### config.mk
export PLATFORM = sky130hd
export DESIGN_NAME = mux_4to1_rr_arb
export DESIGN_NICKNAME = d
export VERILOG_FILES = /design/src/rtl/mux_4to1_rr_arb.sv
export SDC_FILE = /design/constraint.sdc
export NUM_CORES = 1
export LEC_CHECK = 0
export CORE_MARGIN = 3
export CORE_UTILIZATION = 46
export CTS_BUF_LIST = sky130_fd_sc_hd__clkbuf_16
export DETAILED_ROUTE_END_ITERATION = 8
export HOLD_SLACK_MARGIN = 0.08
export PLACE_DENSITY = 0.83
export SYNTH_ARGS = -nofsm -noshare
export SYNTH_HDL_FRONTEND = slang
export SYNTH_SLANG_ARGS = --single-unit
### constraint.sdc
create_clock -name clk -period 3.8 [get_ports clk]
set_clock_uncertainty 0.2 [all_clocks]
set_input_delay 0.38 -clock clk [delete_from_list [all_inputs] [get_ports clk]]
set_output_delay 0.38 -clock clk [all_outputs]
set_load 0.03 [all_outputs]
### src/rtl/mux_4to1_rr_arb.sv
`default_nettype none
// ============================================================================
// Module   : mux_4to1_rr_arb
// Purpose  : Four-channel round-robin arbitrating multiplexer with
//            valid/ready handshakes and packet locking. It merges four
//            streams into one registered output stream. Each output beat is
//            tagged with the index of its source channel.
// Ports    : clk, rst         - clock, synchronous active-high reset
//            i0..i3           - channel data (width bits each)
//            i_valid, i_last  - per-channel valid / end-of-packet flags
//            i_ready          - per-channel ready (combinational)
//            o, o_sel, o_last - registered output beat, source index, last
//            o_valid, o_ready - output handshake
// Revision : 1.0 - initial release
// ============================================================================
module mux_4to1_rr_arb #(
  parameter int width = 4
) (
  input  logic             clk,
  input  logic             rst,
  input  logic [width-1:0] i0,
  input  logic [width-1:0] i1,
  input  logic [width-1:0] i2,
  input  logic [width-1:0] i3,
  input  logic [3:0]       i_valid,
  input  logic [3:0]       i_last,
  output logic [3:0]       i_ready,
  output logic [width-1:0] o,
  output logic [1:0]       o_sel,
  output logic             o_last,
  output logic             o_valid,
  input  logic             o_ready
);

  localparam logic [0:0] c_ARB  = 1'b0;
  localparam logic [0:0] c_LOCK = 1'b1;

  logic [0:0]       state_q, state_d;
  logic [1:0]       ptr_q, ptr_d;
  logic [1:0]       lock_ch_q, lock_ch_d;

  logic [width-1:0] o_q;
  logic [1:0]       o_sel_q;
  logic             o_last_q;
  logic             o_valid_q;

  logic             w_load;
  logic [1:0]       w_grant;
  logic             w_any;
  logic [1:0]       w_idx;
  logic             w_accept;
  logic [1:0]       w_acc_ch;
  logic [width-1:0] w_acc_data;

  // Output register may be written when empty or being drained this cycle.
  assign w_load = ~o_valid_q | o_ready;

  // Round-robin search starting at ptr; the first valid channel wins.
  always_comb begin
    w_grant = ptr_q;
    w_any   = 1'b0;
    w_idx   = ptr_q;
    for (int k = 0; k < 4; k++) begin
      w_idx = ptr_q + 2'(k);
      if (!w_any && i_valid[w_idx]) begin
        w_grant = w_idx;
        w_any   = 1'b1;
      end
    end
  end

  // In LOCK only the held channel is served, so the accepting channel is
  // either lock_ch or the arbitration winner.
  assign w_acc_ch = (state_q == c_LOCK) ? lock_ch_q : w_grant;
  assign w_accept = |(i_valid & i_ready);

  always_comb begin
    case (w_acc_ch)
      2'd0:    w_acc_data = i0;
      2'd1:    w_acc_data = i1;
      2'd2:    w_acc_data = i2;
      default: w_acc_data = i3;
    endcase
  end

  // FSM: state register
  always_ff @(posedge clk) begin
    if (rst) begin
      state_q   <= c_ARB;
      ptr_q     <= 2'd0;
      lock_ch_q <= 2'd0;
    end else begin
      state_q   <= state_d;
      ptr_q     <= ptr_d;
      lock_ch_q <= lock_ch_d;
    end
  end

  // FSM: next state. A last beat always returns to ARB and advances the
  // pointer past the served channel; a non-last beat holds the channel.
  always_comb begin
    state_d   = state_q;
    ptr_d     = ptr_q;
    lock_ch_d = lock_ch_q;
    if (w_accept) begin
      if (i_last[w_acc_ch]) begin
        state_d = c_ARB;
        ptr_d   = w_acc_ch + 2'd1;
      end else begin
        state_d   = c_LOCK;
        lock_ch_d = w_acc_ch;
      end
    end
  end

  // FSM: outputs. In LOCK the ready for the held channel follows load even
  // when that channel is not valid, so no other channel can slip in.
  always_comb begin
    i_ready = 4'b0000;
    if (!rst && w_load) begin
      case (state_q)
        c_ARB:   if (w_any) i_ready[w_grant] = 1'b1;
        default: i_ready[lock_ch_q] = 1'b1;
      endcase
    end
  end

  // Output register: loads on accept, empties on an unfilled drain, and
  // holds everything under backpressure.
  always_ff @(posedge clk) begin
    if (rst) begin
      o_q       <= '0;
      o_sel_q   <= 2'd0;
      o_last_q  <= 1'b0;
      o_valid_q <= 1'b0;
    end else if (w_load) begin
      if (w_accept) begin
        o_q       <= w_acc_data;
        o_sel_q   <= w_acc_ch;
        o_last_q  <= i_last[w_acc_ch];
        o_valid_q <= 1'b1;
      end else begin
        o_valid_q <= 1'b0;
      end
    end
  end

  assign o       = o_q;
  assign o_sel   = o_sel_q;
  assign o_last  = o_last_q;
  assign o_valid = o_valid_q;

endmodule
`default_nettype wire
==> flow_metrics.tcl <==
set metrics [dict create \
    overflow 0 \
    synthSimpleGateAreaFrac 0.2358 \
    dpl.cell_count 180 \
    synth-seq-area-share 0.2680 \
    fin_crit_sh 0.8698 \
    multiInputGateArea_um2 684.4 \
    port_buffers 38 \
    ios 39 \
    finalHoldViolations 0 \
    synth_top_family_by_area "compound AO/OA/AOI/OAI gates" \
    viasPerCell 5.951 \
    synthDistinctLibCells 38 \
    tightest_slew_ns 0.5574 \
    die_x_um 51.94 \
    drive_above_1_share 0.1069 \
    ys.flop_type "dfxtp_1" \
    irDropWorstVdd_mv 0.5560 \
    status "complete, no violations" \
    clkSinkCount 13 \
    drt-pass1-iter-count 5 \
    route.detailed.drc 0 \
    cts_resized 0 \
    synth_nets 149 \
    drtIter0Drc 44 \
    coreArea_um2 1858 \
    die-height_um 51.94 \
    area_growth_pct 50.26 \
    final_cells 184 \
    path_cells "clkdlybuf4s50_1, or2_1, o22ai_1, nor3_2, a31oi_2, nor2_1, clkdlybuf4s50_1" \
    ys_seq_elements 13 \
    synth_fa_ha_area_frac 0.05155 \
    syn_area_um2 970.9 \
    crit_top_cell "clkdlybuf4s50_1" \
    antenna_found_initial 0 \
    crit_buf_inv 2 \
    crit_path_end_kind "output port" \
    pre_cts_ws_ns 0.5429 \
    track_usage 0.2491 \
    final_common_cell "clkdlybuf4s50_1" \
    wl_um 3135 \
    synthCells 118 \
    critPathRequiredTime_ns 3.22 \
    hold_buffers 0 \
    cp.arrival_ns 2.73 \
    power_density_nw_per_um2 539.4 \
    hold_path.class "reg -> reg" \
    leakage_nw 0.5367 \
    final_core_util 0.7852 \
    start_util 0.5226 \
    setup_ws_ns 0.4947 \
    wl_per_cell_um 17.04 \
    synth-compound-area-share 0.3157 \
    clk_pin_slew_ns 0.05 \
    grt_pass1_vias 1085 \
    stdcell_area_um2 1459 \
    synth_edf_count 0 \
    diodes 0 \
    yosysWarnings 0 \
    worst-path-max-fanout 8 \
    finalSetupTns_ns 0 \
    cts_htree_levels 1 \
    max_stage_delay_ns 0.71 \
    numCtsBuffers 3 \
    cts_tree "done" \
    cts_setup_buffers 0 \
    antenna_left 0 \
    clock-root-buffer "clkbuf_16" \
    async_reset_ff_frac 0 \
    vias 1095 \
    relSlewSlack 0.6272 \
    report.final.slew_viol_count 0 \
    synth_xor_area_frac 0 \
    clk_path_buf_depth 2 \
    seq_area_um2 260.3 \
    syn_area_per_cell_um2 8.228 \
    fin_nets 191 \
    dpl.hpwl_um 2289 \
    num-fill-cells 141 \
    dpl_cell_area_um2 1379 \
    grt_pass1_wl_um 5043 \
    slowest_stage "clkdlybuf4s50_1" \
    rsz0062_at_grt "false" \
    finalSetupViolations 0 \
    grt_max_degree 16 \
    dieArea_um2 2698 \
    period_needed_ns 3.305 \
    critPathKind "in -> out" \
    critPathTopFamily "buffers and inverters" \
    final_cell_mix "clkdlybuf4s50_1 (38), nand2_1 (13), dfxtp_1 (13), nor2_1 (10), a21oi_1 (10)" \
    gp_congestion 0.8784 \
    clkLatencyLatePin_ns 0.24 \
    crit_path_start_kind "primary input" \
    synthMuxAreaShare 0.1018 \
    rows 15 \
    fmax_mhz 302.5 \
    maxCapViolations 0 \
]
==> worst reg2reg max path, stage by stage (launching register included) <==
cell and delay (ns):
dfxtp_1 0.48, nand2b_1 0.18, o22ai_1 0.15, o41ai_4 0.53, inv_2 0.15, ha_1 0.28
a222oi_1 0.37, o21ai_0 0.19, mux2i_1 0.16, nor2_1 0.05
==> Yosys cell counts (all sizes together) (3+ instances only) <==
cell / n / area [um^2]
inv: 6 / 22.52
a31oi: 3 / 25.02
o21ai: 9 / 45.04
a21oi: 10 / 50.05
a222oi: 4 / 40.04
mux2i: 8 / 83.83
nor2: 11 / 43.80
nor3: 3 / 20.02
ha: 4 / 50.05
dfxtp: 13 / 260.3
nand2: 13 / 48.80
nand3: 7 / 40.04
nand2b: 4 / 25.02
nor2b: 3 / 18.77
==> layer usage <==
layer	vias up	wire (um)	global-route usage
li1	522	-	-
met1	500	1266	0.3094
met2	66	1564	0.4289
met3	7	253	0.05444
met4	0	50	0.06550
met5	-	0	0
==> flip-flops by register name, indices dropped and copies added (netlist names) <==
name / cells
o_valid: 1
o: 4
lock_ch_q: 2
state_q: 1
o_last: 1
o_sel: 2
ptr_q: 2
==> per-stage QoR <==
stage / power (mW) / hold WS (ns)
after detailed placement: 0.5750 / 0.2506
after global routing: 0.8268 / 0.2887
final: 0.7869 / 0.2630
after floorplan: 0.4501 / 0.2528
after global placement: 0.5707 / 0.2424
after CTS: 0.7817 / 0.2638
==> worst paths after layout <==
path	slack (ns)	start	end	cells past startpoint
hold reg to reg	0.26	o_sel[0]$_SDFFE_PP0P_	o_sel[0]$_SDFFE_PP0P_	2
setup reg to reg	0.94	ptr_q[1]$_SDFFE_PP0P_	o[3]$_SDFFE_PP0P_	9
setup / recovery	0.49	i_valid[3]	i_ready[1]	7
hold / removal	0.26	o_sel[0]$_SDFFE_PP0P_	o_sel[0]$_SDFFE_PP0P_	2
==> kinds of logic after synthesis <==
logic type,Yosys count
DFF,13
buffers and inverters,7
muxes,9
adders and majority gates,4
AOI/OAI and AO/OA,39
and+or+nand+nor,46
==> area by class of cell <==
class	count	share of cell area
Clock buffer	3	0.05146
Clock inverter	1	0.003431
Inverter	6	0.01544
Multi-Input combinational cell	98	0.4691
Sequential cell	13	0.1784
Tap cell	25	0.02144
Timing Repair Buffer	38	0.2607
==> report_power, final <==
group / switching (mW) / internal, mW
registers: 0.0262 / 0.163
clock network: 0.0623 / 0.140
logic: 0.224 / 0.171
total: 0.312 / 0.475
(Power assumes the default switching activity.)
